===== src/rtl/nonzero_match_picker.sv =====
// rtl/nonzero_match_picker.sv - emits surviving AND-mask positions with IFM/filter compressed offsets
//
// Takes one chunk of the IFM & filter match mask together with both original
// sparsity bitmaps, then walks the match mask lowest bit first, producing one
// descriptor per cycle: bit position plus the prefix popcounts of each bitmap
// strictly below that position (the offsets into the compressed data arrays).
//
// Optional feature macro: MATCH_PICKER_CNT_EN (adds match_cnt_o).
//
// Ports:
//   clk_i, rst_i          clock, synchronous active-high reset
//   in_valid_i/in_ready_o chunk handshake
//   and_mask_i            IFM & filter match mask for the chunk
//   IFM_mask_i            IFM sparsity bitmap for the chunk
//   filter_mask_i         filter sparsity bitmap for the chunk
//   out_valid_o/out_ready_i descriptor handshake
//   pos_o                 bit position of the current match
//   ifm_idx_o             IFM bits set strictly below pos_o
//   filt_idx_o            filter bits set strictly below pos_o
//   last_o                final match of the chunk
//   empty_o               one-cycle pulse after accepting a chunk with no matches
//   match_cnt_o           saturating count of completed output handshakes

`ifndef PREFIX_SUM_SIZE
`define PREFIX_SUM_SIZE 8
`endif

module nonzero_match_picker #(
    parameter int SIZE  = `PREFIX_SUM_SIZE,
    parameter int IDX_W = $clog2(SIZE)
) (
    input  logic             clk_i,
    input  logic             rst_i,
    input  logic             in_valid_i,
    output logic             in_ready_o,
    input  logic [SIZE-1:0]  and_mask_i,
    input  logic [SIZE-1:0]  IFM_mask_i,
    input  logic [SIZE-1:0]  filter_mask_i,
    output logic             out_valid_o,
    input  logic             out_ready_i,
    output logic [IDX_W-1:0] pos_o,
    output logic [IDX_W-1:0] ifm_idx_o,
    output logic [IDX_W-1:0] filt_idx_o,
    output logic             last_o,
    output logic             empty_o
`ifdef MATCH_PICKER_CNT_EN
    ,
    output logic [15:0]      match_cnt_o
`endif
);

    typedef enum logic {IDLE, SCAN} state_t;

    state_t          state_q, state_d;
    logic [SIZE-1:0] rem_q, ifm_q, filt_q;
    logic            empty_q;

    logic [SIZE-1:0] low_bit;
    logic [SIZE-1:0] below_mask;
    logic [SIZE-1:0] rem_next;
    logic [IDX_W-1:0] low_pos;
    logic            one_left;
    logic            accept;
    logic            handshake;

    function automatic logic [IDX_W-1:0] popcount(input logic [SIZE-1:0] v);
        logic [IDX_W-1:0] c;
        c = '0;
        for (int i = 0; i < SIZE; i++) begin
            c = c + IDX_W'(v[i]);
        end
        return c;
    endfunction

    // Two's-complement trick isolates the lowest set bit; subtracting one from
    // it yields the mask of all positions strictly below the current match.
    assign low_bit    = rem_q & (~rem_q + SIZE'(1));
    assign below_mask = low_bit - SIZE'(1);
    assign rem_next   = rem_q & (rem_q - SIZE'(1));
    assign one_left   = (rem_q != '0) && (rem_next == '0);

    // Priority encoder: scanning downward leaves the lowest set index.
    always_comb begin
        low_pos = '0;
        for (int i = SIZE - 1; i >= 0; i--) begin
            if (rem_q[i]) begin
                low_pos = IDX_W'(i);
            end
        end
    end

    // in_ready is forced low during reset so no chunk looks accepted while the
    // state register is still being cleared.
    assign in_ready_o = (state_q == IDLE) && !rst_i;
    assign accept     = in_ready_o && in_valid_i;
    assign handshake  = (state_q == SCAN) && out_ready_i;

    always_ff @(posedge clk_i) begin
        if (rst_i) begin
            state_q <= IDLE;
        end else begin
            state_q <= state_d;
        end
    end

    always_comb begin
        state_d = state_q;
        case (state_q)
            IDLE: if (accept && (and_mask_i != '0)) state_d = SCAN;
            SCAN: if (out_ready_i && one_left) state_d = IDLE;
            default: state_d = IDLE;
        endcase
    end

    always_ff @(posedge clk_i) begin
        if (rst_i) begin
            rem_q   <= '0;
            ifm_q   <= '0;
            filt_q  <= '0;
            empty_q <= 1'b0;
        end else begin
            empty_q <= 1'b0;
            if (accept) begin
                rem_q   <= and_mask_i;
                ifm_q   <= IFM_mask_i;
                filt_q  <= filter_mask_i;
                empty_q <= (and_mask_i == '0);
            end else if (handshake) begin
                rem_q <= rem_next;
            end
        end
    end

    // Descriptor fields are zero outside SCAN so idle outputs are clean.
    always_comb begin
        out_valid_o = 1'b0;
        pos_o       = '0;
        ifm_idx_o   = '0;
        filt_idx_o  = '0;
        last_o      = 1'b0;
        if (state_q == SCAN) begin
            out_valid_o = 1'b1;
            pos_o       = low_pos;
            ifm_idx_o   = popcount(ifm_q & below_mask);
            filt_idx_o  = popcount(filt_q & below_mask);
            last_o      = one_left;
        end
    end

    assign empty_o = empty_q;

`ifdef MATCH_PICKER_CNT_EN
    logic [15:0] cnt_q;

    always_ff @(posedge clk_i) begin
        if (rst_i) begin
            cnt_q <= '0;
        end else if (handshake && (cnt_q != 16'hFFFF)) begin
            cnt_q <= cnt_q + 16'd1;
        end
    end

    assign match_cnt_o = cnt_q;
`endif

endmodule


===== config.mk =====
export PLATFORM = sky130hd
export DESIGN_NAME = nonzero_match_picker
export DESIGN_NICKNAME = d
export VERILOG_FILES = /design/src/rtl/nonzero_match_picker.sv
export SDC_FILE = /design/constraint.sdc
export NUM_CORES = 1
export LEC_CHECK = 0
export BUFFER_PORTS_ARGS = -buffer_cell sky130_fd_sc_hd__buf_2
export CORE_MARGIN = 4
export CORE_UTILIZATION = 30
export CTS_BUF_LIST = sky130_fd_sc_hd__clkbuf_4
export CTS_CLUSTER_DIAMETER = 60
export DETAILED_ROUTE_END_ITERATION = 12
export GPL_ROUTABILITY_DRIVEN = 0
export PLACE_DENSITY = 0.59
export SLEW_MARGIN = 15
export SYNTH_ARGS = -nofsm -noshare
export SYNTH_HDL_FRONTEND = slang
export SYNTH_SLANG_ARGS = --single-unit

===== constraint.sdc =====
create_clock -name clk_i -period 3.95 [get_ports clk_i]
set_input_delay 0.79 -clock clk_i [delete_from_list [all_inputs] [get_ports clk_i]]
set_output_delay 0.79 -clock clk_i [all_outputs]
set_load 0.01 [all_outputs]

Yosys cells after proc, flatten, opt, wreduce, memory -nomap -nowiden --
Index checks and enable logic that the tools add are counted.
Cells by class: add/sub/neg operators 17, mux-type cells 18, bitwise logic cells 7, reductions and logical operators 13
Operators with widths (count):
- 3-bit 2-to-1 mux | 11
- 8-bit AND | 4
- 3-bit by 1-bit adder with 3-bit output | 10
- 8-bit zero test | 2
- 8-bit 2-to-1 mux | 2
- 8-bit nonzero test | 2
- 8-bit by 1-bit subtractor with 8-bit output, second input constant | 2
- 8-bit by 1-bit adder with 8-bit output, second input constant | 1
- 8-bit inverter | 1
- 2-bit by 1-bit adder with 3-bit output | 2
- 1-bit logical AND | 6
- 1-bit by 1-bit adder with 2-bit output | 2
- 1-bit 2-to-1 mux | 4
- 1-bit inverter | 2
- 1-bit case mux with 2 select lines | 1
- 2-bit nonzero test | 1
- 2-bit OR reduction | 1
- 1-bit zero test | 1
Storage, ports and cells: output and inout port bits 13, logic and storage cells 60, input port bits 28, bits in registers 26

Longest topological paths before layout --
Gate-level depths: netlist of run 1.
word-level depth 13, mapped depth 12, gate-level depth less buffers 11

Worst setup path after synthesis of run 1 --
OpenSTA, ideal clock, no wires.
path type reg2out, start point register rem_q[0], end point output filt_idx_o[1], data arrival time 3.492 ns, slack -0.332 ns, buffers on the path 1, cell stages (with the launch flop) 12, data required time 3.160 ns, cell sequence dfxtp_1 buf_6 nor4_2 nand2_1 fa_1 fa_1 fa_1 inv_1 ha_1 inv_1 fa_1 nor2b_1
On the way: word-level cells in the longest chain between the ends 13
Ends and longest elaborated chain:
- start: declaration | line 55 | logic [SIZE-1:0] rem_q, ifm_q, filt_q;
- start signal: assignment | line 124 | rem_q <= and_mask_i;
- start signal: assignment | line 129 | rem_q <= rem_next;
- 8-bit inverter | line 77 | assign low_bit = rem_q & (~rem_q + SIZE'(1));
- 8-bit by 1-bit adder with 8-bit output | line 77
- 8-bit AND (*) | line 77
- 8-bit by 1-bit subtractor with 8-bit output (*) | line 78 | assign below_mask = low_bit - SIZE'(1);
- 8-bit AND (*) | line 145 | filt_idx_o = popcount(filt_q & below_mask);
- 1-bit by 1-bit adder with 2-bit output | line 70 | c = c + IDX_W'(v[i]);
- 2-bit by 1-bit adder with 3-bit output | line 70
- 3-bit by 1-bit adder with 3-bit output (4 in a row) | line 70
- 3-bit by 1-bit adder with 3-bit output (*) | line 70
- 3-bit 2-to-1 mux (*) | line 141 | if (state_q == SCAN) begin
- end: declaration | line 43 | output logic [IDX_W-1:0] filt_idx_o,
Every way passes the cells marked *; elsewhere a longest branch is shown, timed or not.

Worst setup path after layout of run 1 --
start point register rem_q[3], end point output filt_idx_o[2]
On the way: word-level cells in the longest chain between the ends 11
Ends and longest elaborated chain (line):
- 8-bit inverter | 77
- 8-bit by 1-bit adder with 8-bit output | 77
- 8-bit AND (*) | 77
- 8-bit by 1-bit subtractor with 8-bit output (*) | 78
- 8-bit AND (*) | 145
- 3-bit by 1-bit adder with 3-bit output (4 in a row) | 70
- 3-bit by 1-bit adder with 3-bit output (*) | 70
- 3-bit 2-to-1 mux (*) | 141
Marked as above.

==> impl_metrics.json, run 1 <==
{
  "run_status": "complete, but fails checks",
  "violations": "negative setup slack",
  "slew_headroom_pct": 52.9,
  "drive_gt1_share_pct": 32.0,
  "cp_cell_sequence": "nor4_4 -> nand2_1 -> fa_1 -> fa_1 -> fa_1 -> inv_2 -> ha_4 -> inv_2 -> fa_2 -> xnor2_2 -> and2_1 -> buf_2",
  "power.density_cell_area_nw_per_um2": 344,
  "number_of_top_level_design_ports": 41,
  "cp_top_family": "adder cells",
  "buffer_ports.inserted": 40,
  "clock-sinks": 26,
  "syn2layout_area_growth_pct": 29.1,
  "hold_class": "reg2reg",
  "sequentialPowerShare_pct": 42.9,
  "yosysWarningCount": 0,
  "setup.reg_to_reg.worst_slack_ns": 2.18,
  "critical_path.startpoint_type": "flop",
  "mappedNetlistArea_sq_um": 1560,
  "die_w_um": 80.1,
  "setup_total_negative_slack_ns": -1.21,
  "total_grt_overflow": 0,
  "worst_r2r_path_depth": 6,
  "antennaDiodeCount": 0,
  "synth_largest_type_area_fraction_pct": 33.4,
  "yosysSeqAreaShare_pct": 33.4,
  "synth_top_cell_by_area": "sky130_fd_sc_hd__dfxtp_1",
  "cts-hold-fix-buffers": 0,
  "max_clock_freq_mhz": 234,
  "clk_transition_reported_paths_ns": 0.15,
  "route.detailed.drc": 0,
  "setup_viol": 4,
  "core_area_sq_um": 4880,
  "fp-row-count": 25,
  "hp-start": "filt_q[0]",
  "critPathRequiredTime_ns": 3.16,
  "post_synthesis_mean_instance_area_sq_um": 7.60,
  "power_frac_clock_pct": 27.4,
  "synth_nets": 245,
  "final_core_util_pct": 41.2,
  "switching_part_of_the_total_pct": 30.8,
  "routed_wirelength_um": 4120,
  "ctsHtreeMaxLevel": 1,
  "grt_pass1_wl_um": 6680,
  "critical_path_sink_type": "output pin",
  "wl_per_cell_um": 13.0,
  "number_of_antenna_violations_at_the_first_check_in_global_routing": 0,
  "cts-root-buf": "sky130_fd_sc_hd__clkbuf_4",
  "post_layout_nonfiller_instances": 317,
  "initial_utilization_pct": 31.9,
  "routed_via_density": 4.58,
  "cts_buffers": 3,
  "ir_drop_mv": 0.140,
  "grt_setup_unrepaired": "true",
  "top_cell_by_count_worst_path": "sky130_fd_sc_hd__fa_1",
  "fin_crit_sh_pct": 108,
  "cp_slowest_stage_delay_ns": 0.51,
  "critical_path_peak_fanout": 3,
  "detailedRoute.firstIterationViolations": 88,
  "placed_cells": 310,
  "share_comb_of_total_power_pct": 29.6,
  "timing_worst_slew_pin_value_ns": 0.706,
  "timing_worst_setup_path_type": "reg2out",
  "crit_buf_inv": 3,
  "cell_area_after_placement_sq_um": 1870,
  "insertion_delay_ns": 0.33,
  "final_hold_viol_count": 0,
  "synth_cells": 205,
  "timing.max_cap.violations": 0,
  "critPathArrivalTime_ns": 3.48,
  "synth-seq-cells": 26,
  "first_global_vias": 1362,
  "first_pass_iters": 4,
  "critPathSlowestCell": "sky130_fd_sc_hd__fa_1",
  "grtUsageTotal_pct": 13.2,
  "crit-reg2reg-capture": "state_q",
  "finish.net_count": 291,
  "dpl.hpwl_um": 3080,
  "finClkSkew_ns": 0.00470,
  "power.switching_mw": 0.213,
  "die-height_um": 80.1,
  "cts-root-to-sink-buffers": 2,
  "final_critical_path_setup_slack_ns": -0.320,
  "grt_max_degree": 28,
  "post_synth_num_cell_types": 34,
  "fp.dieArea_sq_um": 6410,
  "power.internal_mw": 0.478,
  "hold-worst-slack_ns": 0.467,
  "antenna_left": 0,
  "hold_depth": 2,
  "worst_hold_path.endpoint": "filt_q[0]",
  "slew_viol_final": 0,
  "ys_top_cells_by_area": "sky130_fd_sc_hd__dfxtp_1 (33%), sky130_fd_sc_hd__nand2_1 (13%), sky130_fd_sc_hd__fa_1 (10%)",
  "cts_tree": "built",
  "postLayoutCellArea_sq_um": 2010,
  "leakagePower_nw": 0.865,
  "nFillCells": 544,
  "finalCriticalPeriod_ns": 4.27,
  "via_count": 1451,
  "rr_startpoint": "rem_q[1]"
}
==> power groups by stage <==
stage / sequential (mW) / combinational, mW / clock [mW]
3_5_place_dp: 0.302 / 0.175 / 0
6_report: 0.297 / 0.205 / 0.190
4_1_cts: 0.297 / 0.187 / 0.196
5_1_grt: 0.300 / 0.232 / 0.206
2_1_floorplan: 0.295 / 0.120 / 0
3_3_place_gp: 0.302 / 0.173 / 0
==> per-layer routing <==
layer | vias up | GRT usage (%) | wire length [um]
li1 | 767 | - | -
met1 | 653 | 19.4 | 2070
met2 | 29 | 20.1 | 1840
met3 | 2 | 1.46 | 189
met4 | 0 | 4.05 | 27
met5 | - | 0 | 0
==> worst register-to-register path, cell delays in order (launching register included) <==
cell	delay, ns
sky130_fd_sc_hd__dfxtp_1	0.38
sky130_fd_sc_hd__buf_4	0.16
sky130_fd_sc_hd__buf_4	0.14
sky130_fd_sc_hd__or4_4	0.52
sky130_fd_sc_hd__nor3_2	0.16
sky130_fd_sc_hd__o22a_1	0.18
sky130_fd_sc_hd__a311oi_1	0.10
==> logic make-up (layout without fill, tap and decap cells) <==
group / after synthesis / in the layout / synth area share, %
and+or+nand+nor: 93 / 93 / 27.2
DFF: 26 / 26 / 33.4
AOI/OAI and AO/OA: 43 / 43 / 15.3
xor gates and xnor gates: 3 / 3 / 1.69
adders and majority gates: 14 / 14 / 14.8
buffers and inverters: 26 / 71 / 7.54
==> stage by stage <==
step | power, mW | setup WS [ns]
floorplan | 0.415 | -0.117
detailed placement | 0.477 | -0.0715
CTS | 0.680 | -0.339
global route | 0.738 | -0.503
finish | 0.692 | -0.320
global placement | 0.475 | -0.00301
==> state kept, by name, summed over array words and instances, names as in the netlist <==
register,cells
empty_o,1
filt_q,8
ifm_q,8
rem_q,8
state_q,1
==> worst max path at each step <==
stage	startpoint	endpoint	cells after the start
final	rem_q[3]	filt_idx_o[2]	12
after global placement	rem_q[0]	ifm_idx_o[1]	11
after detailed placement	rem_q[0]	filt_idx_o[1]	11
after CTS	rem_q[3]	ifm_idx_o[2]	12
after global routing	rem_q[3]	filt_idx_o[2]	14
after floorplan	rem_q[0]	filt_idx_o[1]	11
==> cell type report <==
class                   instances  area (sq um)  area share [%]
multi-input cells             153           992            49.3
flip-flops and latches         26           523            26.0
repair buffers                 53           308            15.3
well taps                      67          83.8            4.17
inverters                      14          52.6            2.61
clock inverters                 1          30.0            1.49
clock buffers                   3          22.5            1.12
==> cell usage in the layout (no fill, tap or decap), types with 2 or more instances in the layout <==
master                     synthesis  layout
sky130_fd_sc_hd__ha_4              0       2
sky130_fd_sc_hd__o21ai_0           7       7
sky130_fd_sc_hd__nand2_2           0       2
sky130_fd_sc_hd__nor3_1            4       4
sky130_fd_sc_hd__nor2b_2           0       2
sky130_fd_sc_hd__fa_1              8       6
sky130_fd_sc_hd__fa_2              0       2
sky130_fd_sc_hd__dfxtp_1          26      24
sky130_fd_sc_hd__a21oi_1          28      28
sky130_fd_sc_hd__and3_1            3       2
sky130_fd_sc_hd__ha_1              4       2
sky130_fd_sc_hd__and2_1            7       6
sky130_fd_sc_hd__nor2b_1           4       2
sky130_fd_sc_hd__nor4_1            3       3
sky130_fd_sc_hd__buf_6             2       2
sky130_fd_sc_hd__nor2_1           12      11
sky130_fd_sc_hd__dfxtp_2           0       2
sky130_fd_sc_hd__clkbuf_4          0       3
sky130_fd_sc_hd__nand2_1          54      52
sky130_fd_sc_hd__nand3_1           2       2
sky130_fd_sc_hd__inv_1            14       9
sky130_fd_sc_hd__buf_2             1      39
sky130_fd_sc_hd__buf_4             1      12
sky130_fd_sc_hd__inv_2             0       5
==> synthesized netlist by cell type <==
master / n
sky130_fd_sc_hd__nor3_1: 4
sky130_fd_sc_hd__and2_1: 7
sky130_fd_sc_hd__nor2b_1: 4
sky130_fd_sc_hd__a22oi_1: 1
sky130_fd_sc_hd__nand2_1: 54
sky130_fd_sc_hd__ha_1: 4
sky130_fd_sc_hd__or4_4: 1
sky130_fd_sc_hd__nor4_2: 1
sky130_fd_sc_hd__xnor2_1: 2
sky130_fd_sc_hd__a311oi_1: 1
sky130_fd_sc_hd__nor3_2: 1
sky130_fd_sc_hd__and3_1: 3
sky130_fd_sc_hd__nand3_1: 2
sky130_fd_sc_hd__o32ai_1: 1
sky130_fd_sc_hd__nand2b_1: 1
sky130_fd_sc_hd__o211a_1: 1
sky130_fd_sc_hd__o22a_1: 1
sky130_fd_sc_hd__a31oi_1: 1
sky130_fd_sc_hd__fa_1: 8
sky130_fd_sc_hd__buf_2: 1
sky130_fd_sc_hd__nor2_1: 12
sky130_fd_sc_hd__a21oi_1: 28
sky130_fd_sc_hd__dfxtp_1: 26
sky130_fd_sc_hd__maj3_2: 1
sky130_fd_sc_hd__maj3_1: 1
sky130_fd_sc_hd__inv_1: 14
sky130_fd_sc_hd__o21ai_0: 7
sky130_fd_sc_hd__buf_4: 1
sky130_fd_sc_hd__o21ai_1: 1
sky130_fd_sc_hd__nor4_1: 3
sky130_fd_sc_hd__buf_6: 2
sky130_fd_sc_hd__clkbuf_1: 8
sky130_fd_sc_hd__a2111oi_0: 1
sky130_fd_sc_hd__xor2_1: 1
==> repair_timing <==
action | in CTS | in global routing
setup endpoints to repair | 6 | 6
pin swaps | 8 | 1
gates resized for setup | 13 | 7
setup buffers | 2 | 1
Note: power is estimated with default switching activity, not from simulation.
==> run 2: changes to the inputs <==
Settings changed: PLACE_DENSITY 0.59 to 0.57.
Clock period 3.95 ns to 4.7 ns, I/O delays scaled along.
==> impl_metrics.json, run 2 (synthesized netlist as in run 1, its figures left out) <==
{
  "fp-row-count": 25,
  "leakagePower_nw": 0.818,
  "critical_path_peak_fanout": 8,
  "power.switching_mw": 0.171,
  "critical_path_sink_type": "output pin",
  "core_area_sq_um": 4880,
  "finClkSkew_ns": 0.00885,
  "crit_buf_inv": 3,
  "multiInputGateArea_sq_um": 945,
  "switching_part_of_the_total_pct": 30.8,
  "drive_gt1_share_pct": 25.1,
  "route.detailed.drc": 0,
  "setup_total_negative_slack_ns": 0,
  "routed_wirelength_um": 4030,
  "dpl.hpwl_um": 3120,
  "critPathRequiredTime_ns": 3.76,
  "slew_headroom_pct": 56.8,
  "routed_via_density": 4.67,
  "groute.layer.met3.usage_pct": 2.24,
  "antenna_left": 0,
  "critPathSlowestCell": "sky130_fd_sc_hd__fa_1",
  "critPathArrivalTime_ns": 3.58,
  "antennaDiodeCount": 0,
  "placed_cells": 304,
  "critical_path.startpoint_type": "flop",
  "power_frac_clock_pct": 29.2,
  "syn2layout_area_growth_pct": 22.2,
  "timing_worst_setup_path_type": "reg2out",
  "commonest_cells_after_routing_fill_and_taps_aside": "sky130_fd_sc_hd__nand2_1 (54), sky130_fd_sc_hd__buf_2 (40), sky130_fd_sc_hd__a21oi_1 (28)",
  "fp.dieArea_sq_um": 6410,
  "final_hold_viol_count": 0,
  "wl_per_cell_um": 13.0,
  "detailedRoute.firstIterationViolations": 86,
  "grt_util_met2_pct": 19.9,
  "cts-root-to-sink-buffers": 2,
  "setup_viol": 0,
  "cts-root-buf": "sky130_fd_sc_hd__clkbuf_4",
  "met1_usage_pct": 19.0,
  "share_comb_of_total_power_pct": 25.4,
  "top_cell_by_count_worst_path": "sky130_fd_sc_hd__fa_1",
  "first_pass_iters": 4,
  "grtUsageTotal_pct": 13.4,
  "run_status": "finished clean",
  "grt.busiest_layer": "met2",
  "total_power_mw": 0.554,
  "via_count": 1448,
  "cts-hold-fix-buffers": 0,
  "finish.net_count": 284,
  "number_of_antenna_violations_at_the_first_check_in_global_routing": 0,
  "layout_commonest_cell": "sky130_fd_sc_hd__nand2_1",
  "die_w_um": 80.1,
  "timing.max_cap.violations": 0,
  "cp_slowest_stage_delay_ns": 0.51,
  "final_critical_path_setup_slack_ns": 0.180,
  "first_global_vias": 1320,
  "number_of_top_level_design_ports": 41,
  "clk_transition_reported_paths_ns": 0.16,
  "cts_buffers": 3,
  "die-height_um": 80.1,
  "cts_tree": "built",
  "reg_top3": "filt_q x8, ifm_q x8, rem_q x8",
  "hold_class": "reg2reg",
  "finalCriticalPeriod_ns": 4.52,
  "buffer_ports.inserted": 40,
  "total_grt_overflow": 0,
  "seqCellArea_sq_um": 526,
  "power.internal_mw": 0.383,
  "sequentialPowerShare_pct": 45.4,
  "slew_viol_final": 0,
  "cp_top_family": "adder cells",
  "hold-worst-slack_ns": 0.469,
  "grt_setup_unrepaired": "true",
  "grt_pass1_wl_um": 6600,
  "initial_utilization_pct": 31.9,
  "post_layout_nonfiller_instances": 310,
  "nFillCells": 551,
  "ctsHtreeMaxLevel": 1,
  "max_clock_freq_mhz": 221,
  "power.density_cell_area_nw_per_um2": 291,
  "insertion_delay_ns": 0.34,
  "fin_crit_sh_pct": 96.2,
  "dpl_worst_slack_ns": 0.139,
  "cp_cell_sequence": "nor4_4 -> nand2_1 -> fa_1 -> fa_1 -> fa_1 -> inv_1 -> ha_2 -> inv_2 -> fa_2 -> xnor2_1 -> and2_1 -> buf_2",
  "clock-sinks": 26,
  "timing_worst_slew_pin_value_ns": 0.649,
  "ir_drop_mv": 0.120,
  "grt_max_degree": 28
}
run 2: path summary, 6_finish.rpt:
| kind | start | endpoint | slack (ns) | cells past startpoint |
|---|---|---|---|---|
| worst max-delay path | rem_q[0] | ifm_idx_o[2] | 0.18 | 12 |
| worst min-delay path | ifm_q[3] | ifm_q[3] | 0.47 | 2 |
| worst max register to register | rem_q[2] | state_q | 2.99 | 4 |
| worst min register to register | ifm_q[3] | ifm_q[3] | 0.47 | 2 |
run 2: worst register-to-register path, delay by kind of cell, from the launching register on:
family	cells	cell delay [ns]
DFF	1	0.43
adders and majority gates	1	0.35
AOI/OAI and AO/OA	3	0.81
run 2: stage by stage:
stage	utilization (%)	area [sq um]
after floorplan	-	1560
after global placement	37.1	1810
after detailed placement	37.1	1810
after CTS	38.5	1880
after global routing	39.0	1900
final	39.0	1900
run 2: repair_timing:
action | CTS | global route
setup endpoints to repair | 4 | 4
resized for setup | 2 | 8
hold endpoints to repair | 0 | 0
setup buffers | 1 | 1
pin swaps | 1 | 11
run 2: cell type report:
| cell class | instances | area share, % |
|---|---|---|
| repair buffers | 46 | 12.9 |
| clock inverters | 1 | 1.58 |
| inverters | 14 | 2.76 |
| flip-flops and latches | 26 | 27.6 |
| clock buffers | 3 | 1.18 |
| multi-input cells | 153 | 49.6 |
| well taps | 67 | 4.40 |
run 2: layer usage:
| metal | share of wire [%] | vias to the layer above |
|---|---|---|
| met1 | 50 | 665 |
| met2 | 45 | 31 |
| met3 | 3.4 | 4 |
| met4 | 1.4 | 0 |
| met5 | 0 | - |
| li1 | - | 748 |
run 2: power by group through the flow:
stage          Sequential, mW  Combinational, mW  Clock (mW)
2_1_floorplan           0.247             0.0990           0
3_3_place_gp            0.256              0.138           0
3_5_place_dp            0.255              0.138           0
4_1_cts                 0.251              0.142       0.163
5_1_grt                 0.254              0.162       0.174
6_report                0.252              0.141       0.162
==> run 3: changes to the inputs <==
Settings changed: CTS_BUF_LIST sky130_fd_sc_hd__clkbuf_4 to sky130_fd_sc_hd__clkbuf_2 sky130_fd_sc_hd__clkbuf_4 sky130_fd_sc_hd__clkbuf_8.
==> impl_metrics.json, run 3 (synthesized netlist as in run 1, its figures left out) <==
{
  "die_w_um": 80.1,
  "seqCellArea_sq_um": 524,
  "routed_wirelength_um": 4000,
  "run_status": "finished clean",
  "switching_part_of_the_total_pct": 29.5,
  "setup_total_negative_slack_ns": 0,
  "hold_depth": 2,
  "buffer_ports.inserted": 40,
  "critPathArrivalTime_ns": 3.55,
  "critical_path.startpoint_type": "flop",
  "timing.max_cap.violations": 0,
  "nFillCells": 553,
  "share_comb_of_total_power_pct": 24.3,
  "commonest_cells_after_routing_fill_and_taps_aside": "sky130_fd_sc_hd__nand2_1 (54), sky130_fd_sc_hd__buf_2 (40), sky130_fd_sc_hd__a21oi_1 (28)",
  "grt_max_degree": 28,
  "slew_headroom_pct": 55.8,
  "hp-start": "ifm_q[0]",
  "ctsHtreeMaxLevel": 1,
  "final_hold_viol_count": 0,
  "finish.net_count": 284,
  "core_area_sq_um": 4880,
  "dpl.hpwl_um": 3120,
  "power_frac_clock_pct": 32.6,
  "fin_crit_sh_pct": 95.5,
  "final_core_util_pct": 39.2,
  "syn2layout_area_growth_pct": 22.8,
  "maxUsedRoutingLayer": "met4",
  "setup.reg_to_reg.worst_slack_ns": 3.04,
  "cts_buffers": 3,
  "grtUsageTotal_pct": 13.3,
  "cts-hold-fix-buffers": 0,
  "drive_gt1_share_pct": 23.9,
  "timing_worst_slew_pin_value_ns": 0.663,
  "cts-root-to-sink-buffers": 2,
  "multiInputGateArea_sq_um": 937,
  "critical_path_sink_type": "output pin",
  "fp-row-count": 25,
  "worst_hold_path.endpoint": "ifm_q[0]",
  "crit-reg2reg-capture": "state_q",
  "via_count": 1446,
  "hold_class": "reg2reg",
  "cts-root-buf": "sky130_fd_sc_hd__clkbuf_8",
  "die-height_um": 80.1,
  "finClkSkew_ns": 0.00703,
  "routed_via_density": 4.66,
  "rr_startpoint": "rem_q[4]",
  "critical_path_peak_fanout": 3,
  "reg_top3": "filt_q x8, ifm_q x8, rem_q x8",
  "grt_setup_unrepaired": "false",
  "power.switching_mw": 0.173,
  "antennaDiodeCount": 0,
  "insertion_delay_ns": 0.28,
  "wl_per_cell_um": 12.9,
  "worst_r2r_path_depth": 4,
  "fp.dieArea_sq_um": 6410,
  "number_of_top_level_design_ports": 41,
  "setup_viol": 0,
  "grt_pass1_wl_um": 6620,
  "slew_viol_final": 0,
  "power.internal_mw": 0.413,
  "drt-met1-wl_um": 1990,
  "max_clock_freq_mhz": 223,
  "sequentialPowerShare_pct": 43.1,
  "routed-wl-met3_um": 150,
  "detailedRoute.firstIterationViolations": 82,
  "cts_tree": "built",
  "initial_utilization_pct": 31.9,
  "timing_worst_setup_path_type": "reg2out",
  "ir_drop_mv": 0.135,
  "layout_commonest_cell": "sky130_fd_sc_hd__nand2_1",
  "leakagePower_nw": 0.825,
  "first_pass_iters": 4,
  "first_global_vias": 1352,
  "critPathRequiredTime_ns": 3.76,
  "number_of_antenna_violations_at_the_first_check_in_global_routing": 0,
  "clk_transition_reported_paths_ns": 0.10,
  "finalCriticalPeriod_ns": 4.49,
  "total_grt_overflow": 0,
  "clock-sinks": 26,
  "antenna_left": 0,
  "power.density_cell_area_nw_per_um2": 306,
  "met2WireLength_um": 1770,
  "route.detailed.drc": 0
}
run 3: cell counts in the layout (fill, tap and decap cells not counted):
No cell type changed its count.
run 3: cell type report:
type,count,share of cell area (%)
timing repair buffer,46,12.8
clock inverter,1,1.57
sequential,26,27.4
inverter,14,2.75
clock buffer,3,2.16
tap,67,4.38
multi-input combinational,153,49.0
run 3: worst max-delay path by stage:
stage / start / end / slack, ns
after floorplan: rem_q[0] / filt_idx_o[1] / 0.27
after global placement: rem_q[0] / ifm_idx_o[2] / 0.27
after detailed placement: rem_q[0] / ifm_idx_o[2] / 0.14
after CTS: rem_q[1] / ifm_idx_o[2] / 0.07
after global routing: rem_q[3] / filt_idx_o[2] / 0.04
final: rem_q[1] / filt_idx_o[2] / 0.21
run 3: worst max-delay path, cell delays in order (launching register included):
cell	delay, ns
sky130_fd_sc_hd__dfxtp_1	0.35
sky130_fd_sc_hd__nor4_4	0.33
sky130_fd_sc_hd__nand2_1	0.11
sky130_fd_sc_hd__fa_1	0.47
sky130_fd_sc_hd__fa_1	0.52
sky130_fd_sc_hd__fa_1	0.47
sky130_fd_sc_hd__inv_1	0.06
sky130_fd_sc_hd__ha_1	0.13
sky130_fd_sc_hd__inv_1	0.04
sky130_fd_sc_hd__fa_1	0.37
sky130_fd_sc_hd__xnor2_1	0.13
sky130_fd_sc_hd__and2_1	0.15
sky130_fd_sc_hd__buf_2	0.13
run 3: per-layer routing:
| metal | up-vias | track usage [%] |
|---|---|---|
| met5 | - | 0 |
| met4 | 0 | 5.74 |
| met3 | 7 | 1.91 |
| met2 | 32 | 20.4 |
| met1 | 655 | 18.5 |
| li1 | 752 | - |
run 3: timing repair:
action	in CTS	in global routing
pin swaps	1	2
setup buffers	1	1
setup endpoints to repair	4	4
resized for setup	1	5
run 3: through the flow:
step	cells	instance area [sq um]	total power [mW]	hold slack [ns]	setup WS, ns
CTS	309	1900	0.587	0.468	0.0693
floorplan	205	1560	0.346	0.432	0.268
detailed placement	304	1810	0.393	0.450	0.139
finish	310	1910	0.585	0.464	0.213
global placement	304	1810	0.394	0.449	0.265
global route	310	1910	0.621	0.490	0.0372
run 3: power by group through the flow:
stage | logic (mW) | registers (mW) | clock network, mW
2_1_floorplan | 0.0990 | 0.247 | 0
3_3_place_gp | 0.138 | 0.256 | 0
3_5_place_dp | 0.138 | 0.255 | 0
4_1_cts | 0.142 | 0.251 | 0.194
5_1_grt | 0.164 | 0.255 | 0.202
6_report | 0.142 | 0.252 | 0.191
